File: src/rtl/posit_decoder_pkg.sv
// Shared constants and state encoding for the posit<32,3> decoder.
package posit_decoder_pkg;

  localparam int unsigned N     = 32;
  localparam int unsigned ES    = 3;
  localparam int unsigned K_W   = 6;
  localparam int unsigned RUN_W = 5;
  localparam int unsigned SHF_W = 6;

  typedef enum logic [2:0] {
    S_IDLE    = 3'd0,
    S_ABS     = 3'd1,
    S_REGIME  = 3'd2,
    S_EXTRACT = 3'd3,
    S_DONE    = 3'd4
  } state_t;

  localparam logic [N-1:0] NAR  = 32'h8000_0000;
  localparam logic [N-1:0] ZERO = 32'h0000_0000;

endpackage

File: src/rtl/posit_regime_counter.sv
// Combinational regime run-length counter.
// Ports: word (32-bit absolute posit word), run_len (length of the run of
// identical bits starting at bit 30), run_pol (value of the run bits).
module posit_regime_counter
  import posit_decoder_pkg::*;
(
  input  logic [N-1:0]     word,
  output logic [RUN_W-1:0] run_len,
  output logic             run_pol
);

  // Sign position is irrelevant to the regime.
  logic unused_msb;
  assign unused_msb = word[N-1];

  logic hit;

  // Count from bit 30 down until the first opposite bit.
  always_comb begin
    run_pol = word[N-2];
    run_len = '0;
    hit     = 1'b0;
    for (int i = N - 2; i >= 0; i--) begin
      if (!hit) begin
        if (word[i] == word[N-2]) begin
          run_len = run_len + RUN_W'(1);
        end else begin
          hit = 1'b1;
        end
      end
    end
  end

endmodule

File: src/rtl/posit_decoder.sv
// Multi-cycle posit<32,3> field decoder.
// Ports: posit_num/start (request, sampled in IDLE), clk, rst (async
// active-low), sign/k/exp_value/mantissa (decoded fields, held until the
// next accepted request), done (one-cycle pulse when fields update).
module posit_decoder
  import posit_decoder_pkg::*;
(
  input  logic [N-1:0]   posit_num,
  input  logic           start,
  input  logic           clk,
  input  logic           rst,
  output logic           sign,
  output logic           done,
  output logic [K_W-1:0] k,
  output logic [ES-1:0]  exp_value,
  output logic [N-1:0]   mantissa
);

  state_t           state, state_nxt;
  logic [N-1:0]     word;
  logic             sgn;
  logic [RUN_W-1:0] run_len_q;
  logic             run_pol_q;

  logic [RUN_W-1:0] run_len_c;
  logic             run_pol_c;
  logic [SHF_W-1:0] shamt_c;
  logic [N-1:0]     tail_c;
  logic             special_c;

  posit_regime_counter u_regime (
    .word    (word),
    .run_len (run_len_c),
    .run_pol (run_pol_c)
  );

  // Drop sign, run and terminator; shifts past 31 leave zero (no terminator).
  assign shamt_c   = SHF_W'(run_len_q) + SHF_W'(2);
  assign tail_c    = word << shamt_c;
  // After the abs stage only zero and NaR have no set bit in [30:0].
  assign special_c = (word == ZERO) || (word == NAR);

  // State register.
  always_ff @(posedge clk or negedge rst) begin
    if (!rst) state <= S_IDLE;
    else      state <= state_nxt;
  end

  // Next-state logic.
  always_comb begin
    state_nxt = state;
    case (state)
      S_IDLE:    if (start) state_nxt = S_ABS;
      S_ABS:     state_nxt = S_REGIME;
      S_REGIME:  state_nxt = S_EXTRACT;
      S_EXTRACT: state_nxt = S_DONE;
      S_DONE:    state_nxt = S_IDLE;
      default:   state_nxt = S_IDLE;
    endcase
  end

  // Datapath and registered outputs.
  always_ff @(posedge clk or negedge rst) begin
    if (!rst) begin
      word      <= ZERO;
      sgn       <= 1'b0;
      run_len_q <= '0;
      run_pol_q <= 1'b0;
      sign      <= 1'b0;
      done      <= 1'b0;
      k         <= '0;
      exp_value <= '0;
      mantissa  <= '0;
    end else begin
      done <= 1'b0;
      case (state)
        S_IDLE: begin
          if (start) word <= posit_num;
        end
        S_ABS: begin
          sgn <= word[N-1];
          if (word[N-1]) word <= ~word + N'(1);
        end
        S_REGIME: begin
          run_len_q <= run_len_c;
          run_pol_q <= run_pol_c;
        end
        S_EXTRACT: begin
          done <= 1'b1;
          sign <= sgn;
          if (special_c) begin
            k         <= '0;
            exp_value <= '0;
            mantissa  <= '0;
          end else begin
            k         <= run_pol_q ? (K_W'(run_len_q) - K_W'(1)) : (K_W'(0) - K_W'(run_len_q));
            exp_value <= tail_c[N-1 -: ES];
            mantissa  <= {1'b1, tail_c[N-ES-1:0], 2'b00};
          end
        end
        default: ;
      endcase
    end
  end

endmodule

File: config.mk
export PLATFORM = sky130hd
export DESIGN_NAME = posit_decoder
export DESIGN_NICKNAME = d
export VERILOG_FILES = /design/src/rtl/posit_decoder_pkg.sv /design/src/rtl/posit_regime_counter.sv /design/src/rtl/posit_decoder.sv
export SDC_FILE = /design/constraint.sdc
export NUM_CORES = 1
export LEC_CHECK = 0
export CAP_MARGIN = 15
export CORE_MARGIN = 1
export CORE_UTILIZATION = 30
export CTS_BUF_LIST = sky130_fd_sc_hd__clkbuf_8 sky130_fd_sc_hd__clkbuf_16
export CTS_CLUSTER_SIZE = 30
export DETAILED_ROUTE_END_ITERATION = 10
export GPL_ROUTABILITY_DRIVEN = 1
export PLACE_DENSITY = 0.54
export SYNTH_ARGS = -nofsm -noshare
export SYNTH_HDL_FRONTEND = slang
export SYNTH_HIERARCHICAL = 1
export SYNTH_SLANG_ARGS = --single-unit
File: constraint.sdc
create_clock -name clk -period 19.3 [get_ports clk]
set_input_delay 3.86 -clock clk [delete_from_list [all_inputs] [get_ports clk]]
set_output_delay 3.86 -clock clk [all_outputs]
set_load 0.03 [all_outputs]
==> results.toml <==
[outcome]
status = "completed"

[final_layout]
syn2layout_area_growth_pct = 12.46
regArea_um2 = 2079
final_cell_mix = "136 x nand2_1, 117 x nor2_1, 81 x dfrtp_1"
finish.instance_area_um2 = 11340
final_common_cell = "nand2_1"
diodes = 0
multi_input_area_um2 = 7391
drive_gt1_frac = 0.09944
n_fill_cell = 3399
nets = 1316

[power]
p_leak_nw = 4.288
peakVddDrop_uv = 65.71
power.total_mw = 2.352
power_density_nw_per_um2 = 207.4

[die]
core-area_um2 = 32780
dieArea_um2 = 34340
rows = 66
die_y_um = 185.3
die_w_um = 185.3
ios = 78
initial_core_util = 0.3075

[routing]
drt_drc_violations_left = 0
viasPerCell = 5.644
drt_iter0_drc = 847
wl_per_cell_um = 18.62
drt-pass1-iter-count = 5
vias = 9589
wirelength_um = 31640
final_antenna_net_count = 0

[critical_path]
cpMostUsedCell = "ha_1"
crit_fanout = 20
path_class = "reg2reg"
critPathSlowestCell = "mux2i_1"
start_kind = "flip-flop"
endpoint_kind = "flip-flop"
critPathTopFamily = "compound AO/OA/AOI/OAI gates"
path_buf_inv = 4
cp.arrival_ns = 14.01
crit_required_ns = 19.54
max_stage_delay_ns = 0.60

[global_routing]
grt_pass1_wl_um = 50570
grt_usage = 0.1865
grt_start_max_net_pins = 63
grt_overflow = 0
grt_pass1_vias = 8897
antenna_found_initial = 0

[synthesis]
synth_area_um2 = 10080
async_reset_ff_frac = 1.000
yosysWarnings = 6
synth_edf_count = 0
synth.avg_cell_area_um2 = 8.066
synth_cells = 1250
ys.flop_type = "dfrtp_1"
ys_ff_latch = 83
ys_types = 103
synth_seq_area_share = 0.2060

[clock_network]
cts.clk_slew.worst_paths_ns = 0.06
clock_path_buffers = 2
cts_tree = "yes"
cts_root_buf = "clkbuf_16"
worstSkewPairLatency_ns = 0.36
post_cts_buffers = 0
postCtsHoldBufs = 0
cts_resized = 0
htree_levels = 3
cts.sinks = 83
cts_buffers = 9

[sta]
fmax_ghz = 0.07262
fin_crit_sh = 0.7135
rsz0062_at_grt = "no"
finalSetupViolCount = 0
fin_hold_ws_ns = 0.4753
min_period_ns = 13.77
final_max_slew_viol_count = 0
setup_tns_ns = 0
slew_headroom = 0.2219
tightest_slew_ns = 1.163
finalClockSkew_ns = 0.01092
finalHoldViolations = 0

[place]
io_buffers = 75
globalplace.congestion = 0.8732
dp.final_hpwl_um = 23710
placed_area_um2 = 11020

[hold_path]
worstHoldPathType = "reg2reg"

[run]
drv_cap = 0
registers in the layout, indices dropped and copies added, names as in the netlist:
| register | cells |
|---|---|
| k | 6 |
| done | 1 |
| mantissa | 30 |
| state | 3 |
| word | 32 |
| run_pol_q | 1 |
| sign | 1 |
| exp_value | 3 |
| run_len_q | 5 |
| sgn | 1 |
through the flow:
step / setup slack [ns] / util / std cells
2_1_floorplan: 7.180 / - / 1251
3_3_place_gp: 5.943 / 0.3362 / 1682
3_5_place_dp: 5.657 / 0.3362 / 1682
4_1_cts: 5.617 / 0.3454 / 1698
5_1_grt: 4.075 / 0.3459 / 1699
6_report: 5.529 / 0.3459 / 1699
cell type report:
type	count	area share
timing repair buffer	86	0.07393
inverter	46	0.01534
clock inverter	6	0.005628
clock buffer	10	0.02108
multi-input combinational	1026	0.6518
tap	442	0.04877
sequential	83	0.1834
worst reg2reg max path: cells and delay by family, from the launching register on:
kind / cells / cell delay [ns]
adders and majority gates: 13 / 3.94
muxes: 5 / 1.32
buffers and inverters: 4 / 0.70
DFF: 1 / 0.56
xor gates and xnor gates: 3 / 0.52
AOI/OAI and AO/OA: 25 / 4.40
and+or+nand+nor: 17 / 2.23
worst paths after layout:
path / startpoint / end / slack (ns) / depth (start not counted)
max in group asynchronous: rst / run_len_q[0] / 14.80 / 2
min reg2reg: sgn / sign / 0.48 / 2
max: word[30] / run_len_q[4] / 5.53 / 67
min: sgn / sign / 0.48 / 2
max reg2reg: word[30] / run_len_q[4] / 5.53 / 67
min in group asynchronous: rst / exp_value[0] / 3.51 / 1
kinds of logic after synthesis:
logic type,count (synthesis),synth area share
compound gates,340,0.2400
xor+xnor,80,0.08637
fa+ha+maj,31,0.03797
simple gates,484,0.2411
mux,89,0.1253
other cells,1,0.0003719
flops,83,0.2060
buf+inv,142,0.06280
synth_stat cells, types with 13 or more instances:
master | count | area (um^2)
a21oi_1 | 61 | 305.3
a22o_1 | 14 | 122.6
a22oi_1 | 15 | 112.6
a32o_1 | 19 | 190.2
and2_1 | 19 | 118.9
clkbuf_1 | 66 | 247.7
dfrtp_1 | 83 | 2077
ha_1 | 29 | 362.9
inv_1 | 45 | 168.9
mux2_2 | 18 | 202.7
mux2i_1 | 43 | 430.4
mux4_2 | 28 | 630.6
nand2_1 | 136 | 510.5
nand2b_1 | 13 | 81.33
nand3_1 | 39 | 195.2
nand4_1 | 13 | 81.33
nor2_1 | 117 | 439.2
nor3_1 | 42 | 210.2
nor4_1 | 15 | 93.84
o211ai_1 | 14 | 105.1
o21ai_0 | 73 | 365.4
o22ai_1 | 14 | 87.58
o31ai_1 | 14 | 105.1
or3_1 | 17 | 106.4
xnor2_1 | 42 | 367.9
xor2_1 | 24 | 210.2
metal layers:
metal | vias to the layer above | routed length, um | global-route usage
li1 | 4643 | - | -
met1 | 4718 | 15040 | 0.2629
met2 | 192 | 14720 | 0.2936
met3 | 36 | 1339 | 0.03048
met4 | 0 | 529 | 0.04661
met5 | - | 0 | 0
report_power, final:
| part | internal, mW | switching (mW) | leakage [nW] | total [mW] |
|---|---|---|---|---|
| sequential | 0.247 | 0.188 | 1.05 | 0.435 |
| combinational | 0.748 | 0.989 | 3.09 | 1.74 |
| clock | 0.104 | 0.0751 | 0.145 | 0.179 |
| total | 1.10 | 1.25 | 4.29 | 2.35 |
No activity file was read; power rests on OpenSTA's default activity.
